<file path="src/rtl/pending_encoder_pkg.sv">
// Shared constants and helpers for the pending encoder slice.
package pending_encoder_pkg;

  // Selection modes understood by pe_select.
  localparam logic MODE_FIXED = 1'b0;
  localparam logic MODE_RR    = 1'b1;

  // Width of an index able to encode N request lines.
  function automatic int idxWidth(input int n);
    return (n > 1) ? $clog2(n) : 1;
  endfunction

endpackage

</file>
<file path="src/rtl/pending_encoder_if.sv">
// Request / indexed-event handshake bundle between sources, encoder and consumer.
interface pending_encoder_if #(
  parameter int N = 8
) ();
  import pending_encoder_pkg::*;

  localparam int IDXW = idxWidth(N);

  logic [N-1:0]    req;
  logic [IDXW-1:0] idx;
  logic            valid;
  logic            ready;
  logic [N-1:0]    pending;
  logic            any;
  logic            overflow;

  // Encoder side.
  modport master (
    input  req, ready,
    output idx, valid, pending, any, overflow
  );

  // Request sources plus consumer side.
  modport slave (
    output req, ready,
    input  idx, valid, pending, any, overflow
  );

endinterface

</file>
<file path="src/rtl/pending_encoder_select.sv">
// Combinational selector: picks one set bit of pending, either the highest
// index (fixed priority) or the first at/above ptr+1 with wrap (round robin).
// Also usable on its own as the plain 8-to-3 priority encoder.
module pe_select #(
  parameter  int N    = 8,
  localparam int IDXW = pending_encoder_pkg::idxWidth(N)
) (
  input  logic [N-1:0]    pending,
  input  logic [IDXW-1:0] ptr,
  input  logic            mode,
  output logic            found,
  output logic [IDXW-1:0] index,
  output logic [N-1:0]    onehot
);
  import pending_encoder_pkg::*;

  logic            anySet;
  logic            upFound;
  logic [IDXW-1:0] topIdx;
  logic [IDXW-1:0] lowIdx;
  logic [IDXW-1:0] upIdx;

  // Scan for highest set bit, lowest set bit and lowest set bit above ptr.
  always_comb begin
    anySet  = 1'b0;
    upFound = 1'b0;
    topIdx  = '0;
    lowIdx  = '0;
    upIdx   = '0;
    // Ascending scan: the last hit is the highest index.
    for (int i = 0; i < N; i++) begin
      anySet = anySet | pending[i];
      topIdx = pending[i] ? IDXW'(i) : topIdx;
    end
    // Descending scan: the last hit is the lowest index (overall and above ptr).
    for (int i = N - 1; i >= 0; i--) begin
      lowIdx  = pending[i] ? IDXW'(i) : lowIdx;
      upFound = (pending[i] && (i > int'(ptr))) ? 1'b1 : upFound;
      upIdx   = (pending[i] && (i > int'(ptr))) ? IDXW'(i) : upIdx;
    end
  end

  // Choose per mode; round robin wraps to the lowest set bit when nothing lies above ptr.
  always_comb begin
    found = anySet;
    if (mode == MODE_RR) begin
      index = upFound ? upIdx : lowIdx;
    end else begin
      index = topIdx;
    end
    for (int i = 0; i < N; i++) begin
      onehot[i] = anySet && (index == IDXW'(i));
    end
  end

endmodule

</file>
<file path="src/rtl/pending_encoder.sv">
// Registered N-to-log2(N) encoder: captures request pulses into a pending set
// and hands one index per accepted transfer to the consumer.
module pending_encoder #(
  parameter int N           = 8,
  parameter int ROUND_ROBIN = 0
) (
  input logic              clk,
  input logic              reset,
  pending_encoder_if.master bus
);
  import pending_encoder_pkg::*;

  localparam int   IDXW = idxWidth(N);
  localparam logic MODE = (ROUND_ROBIN != 0) ? MODE_RR : MODE_FIXED;

  logic [N-1:0]    pendingR;
  logic [IDXW-1:0] idxR;
  logic            validR;
  logic            overflowR;
  logic [IDXW-1:0] ptrR;

  logic            selFound;
  logic [IDXW-1:0] selIdx;
  logic [N-1:0]    selOnehot;

  logic            load;
  logic [N-1:0]    take;
  logic [N-1:0]    pendingNext;
  logic            lost;

  pe_select #(.N(N)) uSelect (
    .pending (pendingR),
    .ptr     (ptrR),
    .mode    (MODE),
    .found   (selFound),
    .index   (selIdx),
    .onehot  (selOnehot)
  );

  // Decide this cycle's transfer, the next pending set and whether an event is lost.
  always_comb begin
    load        = !validR || bus.ready;
    take        = (load && selFound) ? selOnehot : '0;
    pendingNext = (pendingR & ~take) | bus.req;
    // A request on a bit still waiting (and not leaving now) cannot be stored twice.
    lost        = |(bus.req & pendingR & ~take);
  end

  // Pending, output, pointer and sticky overflow registers.
  always_ff @(posedge clk) begin
    if (reset) begin
      pendingR  <= '0;
      idxR      <= '0;
      validR    <= 1'b0;
      overflowR <= 1'b0;
      ptrR      <= IDXW'(N - 1);
    end else begin
      pendingR  <= pendingNext;
      overflowR <= overflowR | lost;
      if (load) begin
        if (selFound) begin
          idxR   <= selIdx;
          validR <= 1'b1;
          ptrR   <= selIdx;
        end else begin
          validR <= 1'b0;
        end
      end else begin
        validR <= validR;
      end
    end
  end

  assign bus.idx      = idxR;
  assign bus.valid    = validR;
  assign bus.pending  = pendingR;
  assign bus.overflow = overflowR;
  assign bus.any      = (|pendingR) | validR;

endmodule
</file>
<file path="src/flat_wrapper.sv">
// flat-port wrapper written by rule: the top's interface ports become plain ports
module pending_encoder_flat import pending_encoder_pkg::*;
#(
  parameter int N           = 8,
  parameter int ROUND_ROBIN = 0
)
  (clk, reset, bus_req, bus_ready, bus_idx, bus_valid, bus_pending, bus_any, bus_overflow);
  pending_encoder_if #(.N(N)) bus_i ();
  input logic clk;
  input logic reset;
  input wire logic [$bits(bus_i.req)-1:0] bus_req;
  input wire logic [$bits(bus_i.ready)-1:0] bus_ready;
  output wire logic [$bits(bus_i.idx)-1:0] bus_idx;
  output wire logic [$bits(bus_i.valid)-1:0] bus_valid;
  output wire logic [$bits(bus_i.pending)-1:0] bus_pending;
  output wire logic [$bits(bus_i.any)-1:0] bus_any;
  output wire logic [$bits(bus_i.overflow)-1:0] bus_overflow;
  assign bus_i.req = bus_req;
  assign bus_i.ready = bus_ready;
  assign bus_idx = bus_i.idx;
  assign bus_valid = bus_i.valid;
  assign bus_pending = bus_i.pending;
  assign bus_any = bus_i.any;
  assign bus_overflow = bus_i.overflow;
  pending_encoder #(.N(N), .ROUND_ROBIN(ROUND_ROBIN)) u_core (.clk(clk), .reset(reset), .bus(bus_i));
endmodule
</file>
<file path="config.mk">
export PLATFORM = sky130hd
export DESIGN_NAME = pending_encoder_flat
export DESIGN_NICKNAME = d
export VERILOG_FILES = /design/src/rtl/pending_encoder_pkg.sv /design/src/rtl/pending_encoder_if.sv /design/src/rtl/pending_encoder_select.sv /design/src/rtl/pending_encoder.sv /design/src/flat_wrapper.sv
export SDC_FILE = /design/constraint.sdc
export NUM_CORES = 1
export LEC_CHECK = 0
export CORE_AREA = 2 2 39 41
export DETAILED_ROUTE_END_ITERATION = 8
export DIE_AREA = 0 0 41 43
export DONT_BUFFER_PORTS = 1
export GPL_ROUTABILITY_DRIVEN = 0
export PLACE_DENSITY = 0.62
export SYNTH_ARGS = -nofsm -noshare
export SYNTH_HDL_FRONTEND = slang
export SYNTH_SLANG_ARGS = --single-unit
</file>
<file path="constraint.sdc">
create_clock -name clk -period 3.2 [get_ports clk]
set_input_delay 0.48 -clock clk [delete_from_list [all_inputs] [get_ports clk]]
set_output_delay 0.48 -clock clk [all_outputs]
set_load 0.01 [all_outputs]
</file>
# ---- Word level (Yosys, flattened, before mapping)
# Index checks and enable logic that the tools add are counted.
dict set report op_classes {
  bitwise 14
  div_mod_pow 0
  reduce_logical 15
  mul 0
  n_shift 0
  n_eq_ne 7
  add_sub_neg 0
  muxes 9
  order_cmp 0
}
# op count
set op_table {}
lappend op_table {{8-bit bitwise AND} 3}
lappend op_table {{8-bit OR reduction} 2}
lappend op_table {{3-bit == test, second input constant} 4}
lappend op_table {{3-bit 2-to-1 mux} 4}
lappend op_table {{1-bit logical AND} 9}
lappend op_table {{1-bit bitwise OR} 9}
lappend op_table {{8-bit 2-to-1 mux} 1}
lappend op_table {{8-bit NOT} 1}
lappend op_table {{8-bit bitwise OR} 1}
lappend op_table {{3-bit by 2-bit == test with 1-bit output, second input constant} 2}
lappend op_table {{2-bit 2-to-1 mux} 2}
lappend op_table {{3-bit by 1-bit == test with 1-bit output, second input constant} 1}
lappend op_table {{3-bit logical NOT} 1}
lappend op_table {{1-bit 2-to-1 mux} 2}
lappend op_table {{2-bit AND reduction} 1}
lappend op_table {{1-bit logical NOT} 1}
lappend op_table {{1-bit logical OR} 1}
dict set report totals {
  wordCells 49
  romBits 0
  in_bits 11
  mem_bits_rw 0
  n_memories 0
  latch_bits 0
  ff_bits 13
}

# ---- Longest topological paths before layout
# Gate-level depths: netlist (run 1).
dict set report logic_depth {
  depth_word 14
  depth_mapped 5
  mapped_depth_nobuf 4
}

# ---- By module
# Synthesis (run 1) repeated with hierarchy kept, for this count alone.
dict set report unflattened {
  hier_cells 138
  hier_area_um2 1053.5
}
# module area_per_inst_um2 seq_area_each_um2 cells_per_inst instances
set by_module_without_submodules {}
lappend by_module_without_submodules {pending_encoder 673.1 320.3 78 1}
lappend by_module_without_submodules {pe_select 380.4 0.0 60 1}

# ---- Worst setup path after synthesis (run 1)
# OpenSTA, ideal clock, no wires.
dict set report synth_timing {
  kind {register -> register}
  start {reg u_core.pendingR[6] (netlist: u_core.bus.pending[6])}
  end {reg u_core.pendingR[1] (netlist: u_core.bus.pending[1])}
  synth_period_minus_slack_ns 1.673
  path_stages_with_launch 5
  arrival_time_ns 1.546
  path_slack_ns 1.527
  setup_ns 0.128
  cell_sequence {dfxtp_1 > or4_1 > or4_1 > a21oi_1 > nor2_1}
}
dict set report synth_between {
  elab_chain_cells 8
}
# item line
set synth_lines {}
lappend synth_lines {{start: declaration} pending_encoder.sv:16} ;# logic [N-1:0] pendingR;
lappend synth_lines {{start signal: assignment} pending_encoder.sv:58} ;# pendingR <= pendingNext;
lappend synth_lines {{3-bit 2-to-1 mux (2 in series)} pending_encoder_select.sv:33} ;# topIdx = pending[i] ? IDXW'(i) : topIdx;
lappend synth_lines {{3-bit by 1-bit == test with 1-bit output} pending_encoder_select.sv:52} ;# onehot[i] = anySet && (index == IDXW'(i));
lappend synth_lines {{1-bit logical AND} pending_encoder_select.sv:52}
lappend synth_lines {{8-bit 2-to-1 mux *} pending_encoder.sv:43} ;# take = (load && selFound) ? selOnehot : '0;
lappend synth_lines {{8-bit NOT *} pending_encoder.sv:44} ;# pendingNext = (pendingR & ~take) | bus.req;
lappend synth_lines {{8-bit bitwise AND *} pending_encoder.sv:44}
lappend synth_lines {{8-bit bitwise OR *} pending_encoder.sv:44}
# Mark *: on every way between the ends. The rest lies on a longest branch, timed or not.
# A chain may end at the register's enable or synchronous reset.

# ---- Worst setup path in the final report (run 1)
dict set report layout_timing {
  start {reg u_core.pendingR[6] (netlist: u_core.bus.pending[6])}
  end {out bus_any}
}
dict set report layout_between {
  elab_chain_cells 2
}
# item line
set layout_lines {}
lappend layout_lines {{8-bit OR reduction} pending_encoder.sv:78} ;# assign bus.any = (|pendingR) | validR;
lappend layout_lines {{1-bit bitwise OR} pending_encoder.sv:78}
lappend layout_lines {{end: declaration} flat_wrapper.sv:16} ;# output wire logic [$bits(bus_i.any)-1:0] bus_any;
# No other way between the ends.

==> results.sh, run 1 <==
export IMPL_status="finished, final reports clean"
export IMPL_grt_pass1_wl_mm=2.097
export IMPL_irDropWorstVdd_v=0.0002483
export IMPL_hold_path_endpoint="u_core.bus.pending[0]"
export IMPL_dp_hpwl_um=996.6
export IMPL_setup_viol=0
export IMPL_r2r_end="u_core.bus.overflow"
export IMPL_grt_overflow_total=0
export IMPL_period_share_pct=64.62
export IMPL_routedWlPerCell_um=14.40
export IMPL_diodes=0
export IMPL_cp_required_ps=2720
export IMPL_hold_buffers=0
export IMPL_slew_viol_final=0
export IMPL_crit_fanout=8
export IMPL_place_inst=89
export IMPL_nets=89
export IMPL_fp_coreArea_um2=1384
export IMPL_startpoint_type="flip-flop"
export IMPL_stdcell_count=93
export IMPL_routed_wl_mm=1.339
export IMPL_syn_instance_count=75
export IMPL_clockBufferDepth=2
export IMPL_dr_pass1_iters=4
export IMPL_dieArea_um2=1763
export IMPL_drt_iter0_drc=2
export IMPL_reg2reg_slack_ps=1420
export IMPL_die_width_um=41
export IMPL_vias=527
export IMPL_portBuffers=0
export IMPL_grt_start_max_net_pins=14
export IMPL_endpoint_kind="output pin"
export IMPL_crit_chain="nor4_2, nand3b_1"
export IMPL_crit_path_top_delay_cell="nor4_2"
export IMPL_period_needed_ps=2068
export IMPL_cts_root_buffer="clkbuf_4"
export IMPL_slowest_delay_ps=670
export IMPL_cts_tree="yes"
export IMPL_tns_ps=0
export IMPL_boundaryPins=25
export IMPL_avgSynthCellArea_um2=7.874
export IMPL_drc=0
export IMPL_whs_ps=256.9
export IMPL_hold_path_startpoint="reset"
export IMPL_multi_input_area_um2=311.5
export IMPL_cap_violations=0
export IMPL_cp_arrival_ps=1590
export IMPL_ys_ff_latch=13
export IMPL_crit_type="reg2out"
export IMPL_synthesis_nets=86
export IMPL_grt_util_all_layers_pct=17.47
export IMPL_yosysWarnings=0
export IMPL_slew_headroom_pct=53.68
export IMPL_grt_pass1_vias=515
export IMPL_cts_max_level=1
export IMPL_hold_violations=0
export IMPL_numCtsBuffers=3
export IMPL_insertion_delay_ps=280
export IMPL_p_leak_nw=0.2318
export IMPL_cts_sinks=13
export IMPL_synth_cell_area_um2=590.6
export IMPL_row_count=14
export IMPL_drive_gt1_share_pct=5.195
export IMPL_finish_instance_area_um2=629.4
export IMPL_routed_via_density=5.667
export IMPL_max_freq_mhz=483.6
export IMPL_power_density_nw_per_um2=553.2
export IMPL_fin_ws_ps=1132
export IMPL_post_cts_resized=0
export IMPL_initial_core_util_pct=42.68
export IMPL_ant_nets=0
export IMPL_reg2reg_depth=4
export IMPL_seqCellArea_um2=260.3
export IMPL_ys_seq_area_share_pct=44.07
export IMPL_antenna_found_initial=0
export IMPL_synth_distinct_cells=19
export IMPL_path_clk_slew_ps=90
export IMPL_r2r_start="u_core.bus.pending[6]"
export IMPL_rsz0062_at_grt="false"
export IMPL_dpl_instance_area_um2=603.1
export IMPL_min_path_cells=1
export IMPL_fin_skew_ps=8.142
export IMPL_die_h_um=43
export IMPL_area_delta_synth_final_pct=6.568
export IMPL_hp_class="in2reg"
export IMPL_place_ws_ps=1431
export IMPL_cts_setup_buffers=0
export IMPL_worst_pin_slew_ps=689.0
export IMPL_nFillCells=141
## report_power, final
part | switching [mW] | internal (mW) | total, mW
sequential | 0.0240 | 0.176 | 0.200
clock | 0.0551 | 0.0483 | 0.103
combinational | 0.0252 | 0.0199 | 0.0451
## through the flow
stage / power, mW / utilization [%]
floorplan: 0.2387 / -
global placement: 0.2482 / 43.58
detailed placement: 0.2485 / 43.58
CTS: 0.3468 / 45.48
global route: 0.3636 / 45.48
finish: 0.3482 / 45.48
## layout by cell type (no fill, tap or decap), drive strengths merged
cell type	n
a21oi	13
a22oi	1
a311oi	4
a31oi	4
clkbuf	4
dfxtp	13
inv	3
nand2	5
nand2b	2
nand3	3
nand3b	2
nor2	12
nor2b	1
nor3	1
nor4	2
o21ai	4
o21bai	1
or4	2
## cell families (layout without fill, tap and decap cells)
family	count (synthesis)	after routing	share of synthesized area, %
AO/OA/AOI/OAI	27	27	27.12
buffers and inverters	5	7	3.178
flip-flops	13	13	44.07
AND/OR/NAND/NOR	30	30	25.63
## metal layers
| layer | vias up | wire [um] | GRT usage, % |
|---|---|---|---|
| met4 | 0 | 28 | 10.00 |
| met2 | 20 | 543 | 23.13 |
| met3 | 5 | 141 | 4.712 |
| met1 | 221 | 626 | 24.59 |
| li1 | 281 | - | - |
| met5 | - | 0 | 0 |
## cells in the mapped netlist
cell type | number | share of area (%)
nor2b_1 | 1 | 1.1
nand2_1 | 5 | 3.2
a311oi_1 | 4 | 5.9
nand3b_1 | 2 | 2.5
a31oi_1 | 4 | 4.2
o21ai_0 | 4 | 3.4
o21bai_1 | 1 | 1.3
clkbuf_1 | 2 | 1.3
or4_1 | 2 | 2.5
a22oi_1 | 1 | 1.3
nor3_1 | 1 | 0.85
a21oi_1 | 13 | 11
nor4_2 | 1 | 2.1
dfxtp_1 | 13 | 44
nand3_1 | 3 | 2.5
nor4_1 | 1 | 1.1
nor2_1 | 12 | 7.6
inv_1 | 3 | 1.9
nand2b_1 | 2 | 2.1
## critical path: cells and delay by family (launching register included)
family	cells	cell delay [ps]
AND/OR/NAND/NOR	2	920
flip-flops	1	400
## registers in the layout (all words and copies together), names as in the netlist
| signal | flops |
|---|---|
| u_core.bus.idx | 3 |
| u_core.bus.overflow | 1 |
| u_core.bus.pending | 8 |
| u_core.bus.valid | 1 |
## worst max-delay path by stage
stage                     startpoint               endpoint  slack (ps)  cells after the start
3_3_place_gp   u_core.bus.pending[2]                bus_any        1490                      2
4_1_cts        u_core.bus.pending[6]                bus_any        1140                      2
6_report       u_core.bus.pending[6]                bus_any        1130                      2
3_5_place_dp   u_core.bus.pending[6]    u_core.bus.overflow        1430                      4
5_1_grt        u_core.bus.pending[7]                bus_any        1020                      2
2_1_floorplan  u_core.bus.pending[6]  u_core.bus.pending[1]        1530                      4
## final cells by class
type / instances / area share [%]
multi-input cells: 57 / 49.50
clock buffers: 4 / 4.175
inverters: 3 / 1.789
flip-flops and latches: 13 / 41.35
well taps: 16 / 3.181
Power figures use the tool's default switching activity.
==> run 2: changes to the inputs <==
--- a/config.mk
+++ b/config.mk
@@ -10,7 +10,7 @@
 export DIE_AREA = 0 0 41 43
 export DONT_BUFFER_PORTS = 1
 export GPL_ROUTABILITY_DRIVEN = 0
-export PLACE_DENSITY = 0.62
+export PLACE_DENSITY = 0.64
 export SYNTH_ARGS = -nofsm -noshare
 export SYNTH_HDL_FRONTEND = slang
 export SYNTH_SLANG_ARGS = --single-unit
==> constraint.sdc (replaced) <==
create_clock -name clk -period 1.8 [get_ports clk]
set_input_delay 0.27 -clock clk [delete_from_list [all_inputs] [get_ports clk]]
set_output_delay 0.27 -clock clk [all_outputs]
set_load 0.01 [all_outputs]
==> results.sh, run 2 (synthesis gave the netlist of run 1 again) <==
export IMPL_seqCellArea_um2=260.3
export IMPL_ant_nets=0
export IMPL_status="finished, final reports clean"
export IMPL_grt_pass1_vias=541
export IMPL_grt_overflow_total=0
export IMPL_reg2reg_depth=4
export IMPL_vias=591
export IMPL_max_freq_mhz=609.1
export IMPL_stdcell_count=102
export IMPL_dp_hpwl_mm=1.141
export IMPL_drive_gt1_share_pct=16.28
export IMPL_tns_ps=0
export IMPL_die_width_um=41
export IMPL_irDropWorstVdd_v=0.0003970
export IMPL_worst_pin_slew_ps=415.1
export IMPL_cp_arrival_ps=1370
export IMPL_drt_iter0_drc=3
export IMPL_numCtsBuffers=3
export IMPL_cap_violations=0
export IMPL_cts_sinks=13
export IMPL_clockBufferDepth=2
export IMPL_portBuffers=0
export IMPL_die_h_um=43
export IMPL_setup_viol=0
export IMPL_endpoint_kind="output pin"
export IMPL_boundaryPins=25
export IMPL_place_inst=98
export IMPL_nFillCells=151
export IMPL_cp_required_ps=1530
export IMPL_dieArea_um2=1763
export IMPL_initial_core_util_pct=42.68
export IMPL_hold_buffers=0
export IMPL_routedWlPerCell_um=14.29
export IMPL_post_cts_resized=0
export IMPL_row_count=14
export IMPL_startpoint_type="flip-flop"
export IMPL_routed_via_density=5.794
export IMPL_r2r_start="u_core.bus.pending[6]"
export IMPL_diodes=0
export IMPL_wl_met2_um=597
export IMPL_met3RoutedLength_um=135
export IMPL_drc=0
export IMPL_min_path_cells=1
export IMPL_dr_pass1_iters=4
export IMPL_routed_wl_mm=1.458
export IMPL_period_share_pct=91.20
export IMPL_reg2reg_slack_ps=160
export IMPL_multi_input_area_um2=311.5
export IMPL_r2r_end="u_core.bus.pending[1]"
export IMPL_final_cell_mix="a21oi_1, dfxtp_1, nor2_1"
export IMPL_area_delta_synth_final_pct=18.22
export IMPL_crit_fanout=4
export IMPL_rsz0062_at_grt="false"
export IMPL_power_density_nw_per_um2=922.6
export IMPL_topRoutingLayerUsed="met4"
export IMPL_grt_util_all_layers_pct=19.27
export IMPL_path_clk_slew_ps=80
export IMPL_crit_type="reg2out"
export IMPL_largest_reg_flops=8
export IMPL_grt_start_max_net_pins=14
export IMPL_hp_class="in2reg"
export IMPL_slew_headroom_pct=72.07
export IMPL_p_leak_nw=0.2804
export IMPL_fp_coreArea_um2=1384
export IMPL_nets=98
export IMPL_grt_pass1_wl_mm=2.256
export IMPL_fin_skew_ps=4.646
export IMPL_wl_met1_um=687
export IMPL_slew_viol_final=0
export IMPL_cts_tree="yes"
export IMPL_hold_path_endpoint="u_core.bus.pending[5]"
export IMPL_insertion_delay_ps=280
export IMPL_cts_root_buffer="clkbuf_4"
export IMPL_hold_violations=0
export IMPL_hold_path_startpoint="reset"
export IMPL_antenna_found_initial=0
export IMPL_cts_max_level=1
export IMPL_cts_setup_buffers=0
export IMPL_period_needed_ps=1642
## run 2: final cells by class
| type | count | area share [%] |
|---|---|---|
| flip-flops and latches | 13 | 37.28 |
| well taps | 16 | 2.867 |
| repair buffers | 9 | 9.677 |
| clock inverters | 1 | 0.7168 |
| clock buffers | 3 | 3.226 |
| multi-input cells | 57 | 44.62 |
| inverters | 3 | 1.613 |
## run 2: report_power, final
group | total (mW) | leakage (nW) | internal [mW] | switching (mW)
registers | 0.336 | 0.109 | 0.312 | 0.0241
logic | 0.123 | 0.154 | 0.0544 | 0.0688
clock network | 0.184 | 0.0177 | 0.0826 | 0.102
total | 0.644 | 0.280 | 0.449 | 0.195
## run 2: per-stage QoR
stage                     setup WS, ps  util [%]  area [um^2]  hold WS, ps  power (mW)
after global routing             64.44     50.45        698.2        35.15      0.6794
after detailed placement         186.2     48.46        670.6        345.4      0.4672
after CTS                        137.6     50.45        698.2        40.03      0.6493
after floorplan                  126.8         -        590.6        339.4      0.4243
after global placement           211.7     48.46        670.6        341.5      0.4649
final                            158.4     50.45        698.2        44.89      0.6441
## run 2: worst max path at each step
stage,start,end,cells past startpoint
floorplan,u_core.bus.pending[6],u_core.bus.pending[1],4
global placement,u_core.bus.pending[6],u_core.bus.pending[1],4
detailed placement,u_core.bus.pending[6],u_core.bus.pending[1],4
CTS,u_core.bus.pending[6],bus_any,4
global route,u_core.bus.pending[6],bus_any,4
finish,u_core.bus.pending[0],bus_any,3
## run 2: critical path, stage by stage, from the launching register on
cell	delay [ps]
dfxtp_1	370
nor4_1	390
buf_4	200
nand3b_1	130
## run 2: metal layers
metal | global-route usage [%] | vias up
li1 | - | 300
met1 | 27.45 | 263
met2 | 25.00 | 23
met3 | 4.712 | 5
met4 | 12.00 | 0
met5 | 0 | -
==> run 3: changes to the inputs <==
--- a/config.mk
+++ b/config.mk
@@ -5,12 +5,13 @@
 export SDC_FILE = /design/constraint.sdc
 export NUM_CORES = 1
 export LEC_CHECK = 0
-export CORE_AREA = 2 2 39 41
+export CORE_ASPECT_RATIO = 0.9
+export CORE_UTILIZATION = 50
 export DETAILED_ROUTE_END_ITERATION = 8
-export DIE_AREA = 0 0 41 43
 export DONT_BUFFER_PORTS = 1
 export GPL_ROUTABILITY_DRIVEN = 0
-export PLACE_DENSITY = 0.64
+export PLACE_DENSITY = 0.71
 export SYNTH_ARGS = -nofsm -noshare
 export SYNTH_HDL_FRONTEND = slang
+export SYNTH_HIERARCHICAL = 1
 export SYNTH_SLANG_ARGS = --single-unit
==> results.sh, run 3 <==
export IMPL_status="complete, but fails checks"
export IMPL_violations="setup timing"
export IMPL_seqPwrFrac_pct=38.3
export IMPL_max_freq_mhz=512.3
export IMPL_place_ws_ps=-112.6
export IMPL_hp_class="in2reg"
export IMPL_synth_top_area_share_pct=30.40
export IMPL_antenna_found_initial=0
export IMPL_synth_cell_area_um2=1054
export IMPL_cp_arrival_ps=2120
export IMPL_avgSynthCellArea_um2=7.634
export IMPL_grt_pass1_wl_mm=5.437
export IMPL_final_common_cell="buf_4"
export IMPL_slew_viol_final=0
export IMPL_crit_chain="a21boi_4, o21ai_2, nand2_2, o2bb2ai_2, or2_4, nor3b_2, nand3_1, a32oi_2, a41oi_2"
export IMPL_largest_reg_flops=8
export IMPL_diodes=0
export IMPL_numCtsBuffers=3
export IMPL_die_width_um=50.39
export IMPL_reg2reg_depth=9
export IMPL_setup_viol=3
export IMPL_hold_path_startpoint="reset"
export IMPL_period_needed_ps=1952
export IMPL_clockBufferDepth=2
export IMPL_crit_fanout=3
export IMPL_grt_start_max_net_pins=17
export IMPL_cts_max_level=1
export IMPL_yosysWarnings=6
export IMPL_synth_common_cells="a21oi_1, nor2_1, dfxtp_1, nand2_1, nand3_1"
export IMPL_slew_headroom_pct=51.06
export IMPL_boundaryPins=25
export IMPL_hold_violations=0
export IMPL_synthFlopType="dfxtp_1"
export IMPL_ant_nets=0
export IMPL_routed_wl_mm=3.519
export IMPL_initial_core_util_pct=53.97
export IMPL_syn_instance_count=138
export IMPL_irDropWorstVdd_v=0.0006262
export IMPL_insertion_delay_ps=290
export IMPL_die_h_um=45.55
export IMPL_vias=1256
export IMPL_min_path_cells=1
export IMPL_grt_overflow_total=0
export IMPL_worst_pin_slew_ps=734.1
export IMPL_reg2reg_slack_ps=-150
export IMPL_period_share_pct=108.4
export IMPL_dp_hpwl_mm=2.251
export IMPL_clkPwrFrac_pct=16.7
export IMPL_p_switching_mw=0.4457
export IMPL_final_cell_mix="buf_4, a21oi_1, nor2_1"
export IMPL_rsz0062_at_grt="true"
export IMPL_cts_tree="yes"
export IMPL_synth_area_leaders="dfxtp_1, a21oi_1, nor2_1"
export IMPL_crit_type="reg2reg"
export IMPL_ys_ff_latch=16
export IMPL_cp_num_buf_inv=0
export IMPL_p_leak_nw=0.6385
export IMPL_r2r_start="u_core/bus.pending[6]"
export IMPL_power_density_nw_per_um2=792.2
export IMPL_fp_coreArea_um2=1952
export IMPL_path_clk_slew_ps=90
export IMPL_critPathTopFamily="compound AO/OA/AOI/OAI gates"
export IMPL_ys_seq_area_share_pct=30.40
export IMPL_p_sw_share_pct=37.85
export IMPL_hold_path_endpoint="u_core/bus.pending[4]"
export IMPL_cts_sinks=16
export IMPL_cts_root_buffer="clkbuf_4"
export IMPL_synth_most_common_cell="a21oi_1"
export IMPL_synthArstFlopShare_pct=0
export IMPL_share_comb_of_total_power_pct=45.0
export IMPL_area_delta_synth_final_pct=41.09
export IMPL_drc=0
export IMPL_drive_gt1_share_pct=43.82
export IMPL_startpoint_type="flip-flop"
export IMPL_routed_via_density=6.187
export IMPL_row_count=15
export IMPL_crit_path_top_delay_cell="dfxtp_4"
export IMPL_internal_power_mw=0.7318
export IMPL_cp_required_ps=1960
export IMPL_fin_ws_ps=-151.9
export IMPL_dieArea_um2=2295
export IMPL_cap_violations=0
export IMPL_grt_pass1_vias=1170
export IMPL_finish_instance_area_um2=1486
export IMPL_endpoint_kind="flip-flop"
export IMPL_drt_iter0_drc=62
export IMPL_r2r_end="u_core/bus.overflow"
export IMPL_synth_edf_count=0
export IMPL_synth_area_leader_cell="dfxtp_1"
export IMPL_slowest_delay_ps=380
export IMPL_routedWlPerCell_um=17.33
export IMPL_synth_distinct_cells=46
export IMPL_nets=190
export IMPL_dpl_instance_area_um2=1321
export IMPL_portBuffers=0
export IMPL_dr_pass1_iters=4
export IMPL_fin_skew_ps=6.929
export IMPL_grt_util_all_layers_pct=32.23
## run 3: changes by cell type in the layout (fill, tap and decap cells not counted), moves of 4 or more
cell      previous run  this run
buf_4                9        35
a21oi_1             13        20
a311oi_1             4         0
dfxtp_4              0         4
conb_1               0         5
nand3_1              3        11
dfxtp_2              0         5
nand2_1              5        10
dfxtp_1             13         7
## run 3: final cells by class
cell class | instances | area [um^2]
multi-input combinational | 116 | 798.3
clock buffer | 4 | 26.28
timing repair buffer | 35 | 262.8
sequential | 16 | 341.6
fill | 140 | 465.4
tap | 25 | 31.28
inverter | 7 | 26.28
## run 3: worst reg2reg max path: cells and delay by family (launching register included)
family	cells	cell delay [ps]
AOI/OAI and AO/OA	5	790
and+or+nand+nor	4	670
DFF	1	380
## run 3: timing repair
item | 4_1_cts | 5_1_grt
pin swaps | 9 | 8
setup buffers | 4 | 2
cloned | 1 | 0
resized for setup | 10 | 11
hold buffers | 0 | 0
setup endpoints to repair | 1 | 6
## run 3: routing by layer
metal | GRT usage (%) | wire length (um) | up-vias
met1 | 40.32 | 1443 | 586
met3 | 6.000 | 301 | 12
li1 | - | - | 585
met2 | 54.40 | 1683 | 73
met4 | 15.00 | 90 | 0
met5 | 0 | 0 | -
## run 3: kinds of logic (layout without fill, tap and decap cells)
family                 after synthesis  count (layout)  share of synthesized area (%)
other                                1               5                         0.3560
flip-flops                          16              16                          30.40
multiplexers                         1               1                         0.9502
buffers and inverters               11              46                          5.818
AO/OA/AOI/OAI                       45              46                          28.74
AND/OR/NAND/NOR                     64              64                          33.73
## run 3: how the worst max path moves through the flow
| stage | start | endpoint | slack, ps | depth (start not counted) |
|---|---|---|---|---|
| 6_report | u_core/bus.pending[6] | u_core/bus.overflow | -150 | 9 |
| 5_1_grt | u_core/bus.pending[6] | u_core/bus.overflow | -250 | 9 |
| 4_1_cts | u_core/bus.pending[6] | u_core/bus.overflow | -20 | 9 |
| 3_5_place_dp | u_core/ptrR[1] | u_core/bus.overflow | -110 | 9 |
| 3_3_place_gp | u_core/bus.pending[1] | u_core/bus.overflow | -50 | 8 |
| 2_1_floorplan | u_core/bus.pending[6] | u_core/bus.overflow | -30 | 9 |
## run 3: through the flow
| stage | utilization, % | power [mW] | std cells | setup TNS, ps | hold slack [ps] |
|---|---|---|---|---|---|
| 2_1_floorplan | - | 0.7167 | 142 | -33.16 | 386.1 |
| 3_3_place_gp | 67.69 | 0.8627 | 192 | -47.13 | 335.9 |
| 3_5_place_dp | 67.69 | 0.8723 | 192 | -112.6 | 336.2 |
| 4_1_cts | 72.76 | 1.113 | 201 | -24.15 | 32.24 |
| 5_1_grt | 76.15 | 1.238 | 203 | -627.5 | 12.72 |
| 6_report | 76.15 | 1.178 | 203 | -213.7 | 31.89 |
## run 3: power groups by stage
stage,Clock (mW),Combinational (mW),Sequential (mW)
after floorplan,0,0.257,0.460
after global placement,0,0.413,0.450
after detailed placement,0,0.421,0.452
after CTS,0.196,0.469,0.448
after global routing,0.214,0.567,0.457
final,0.197,0.530,0.451
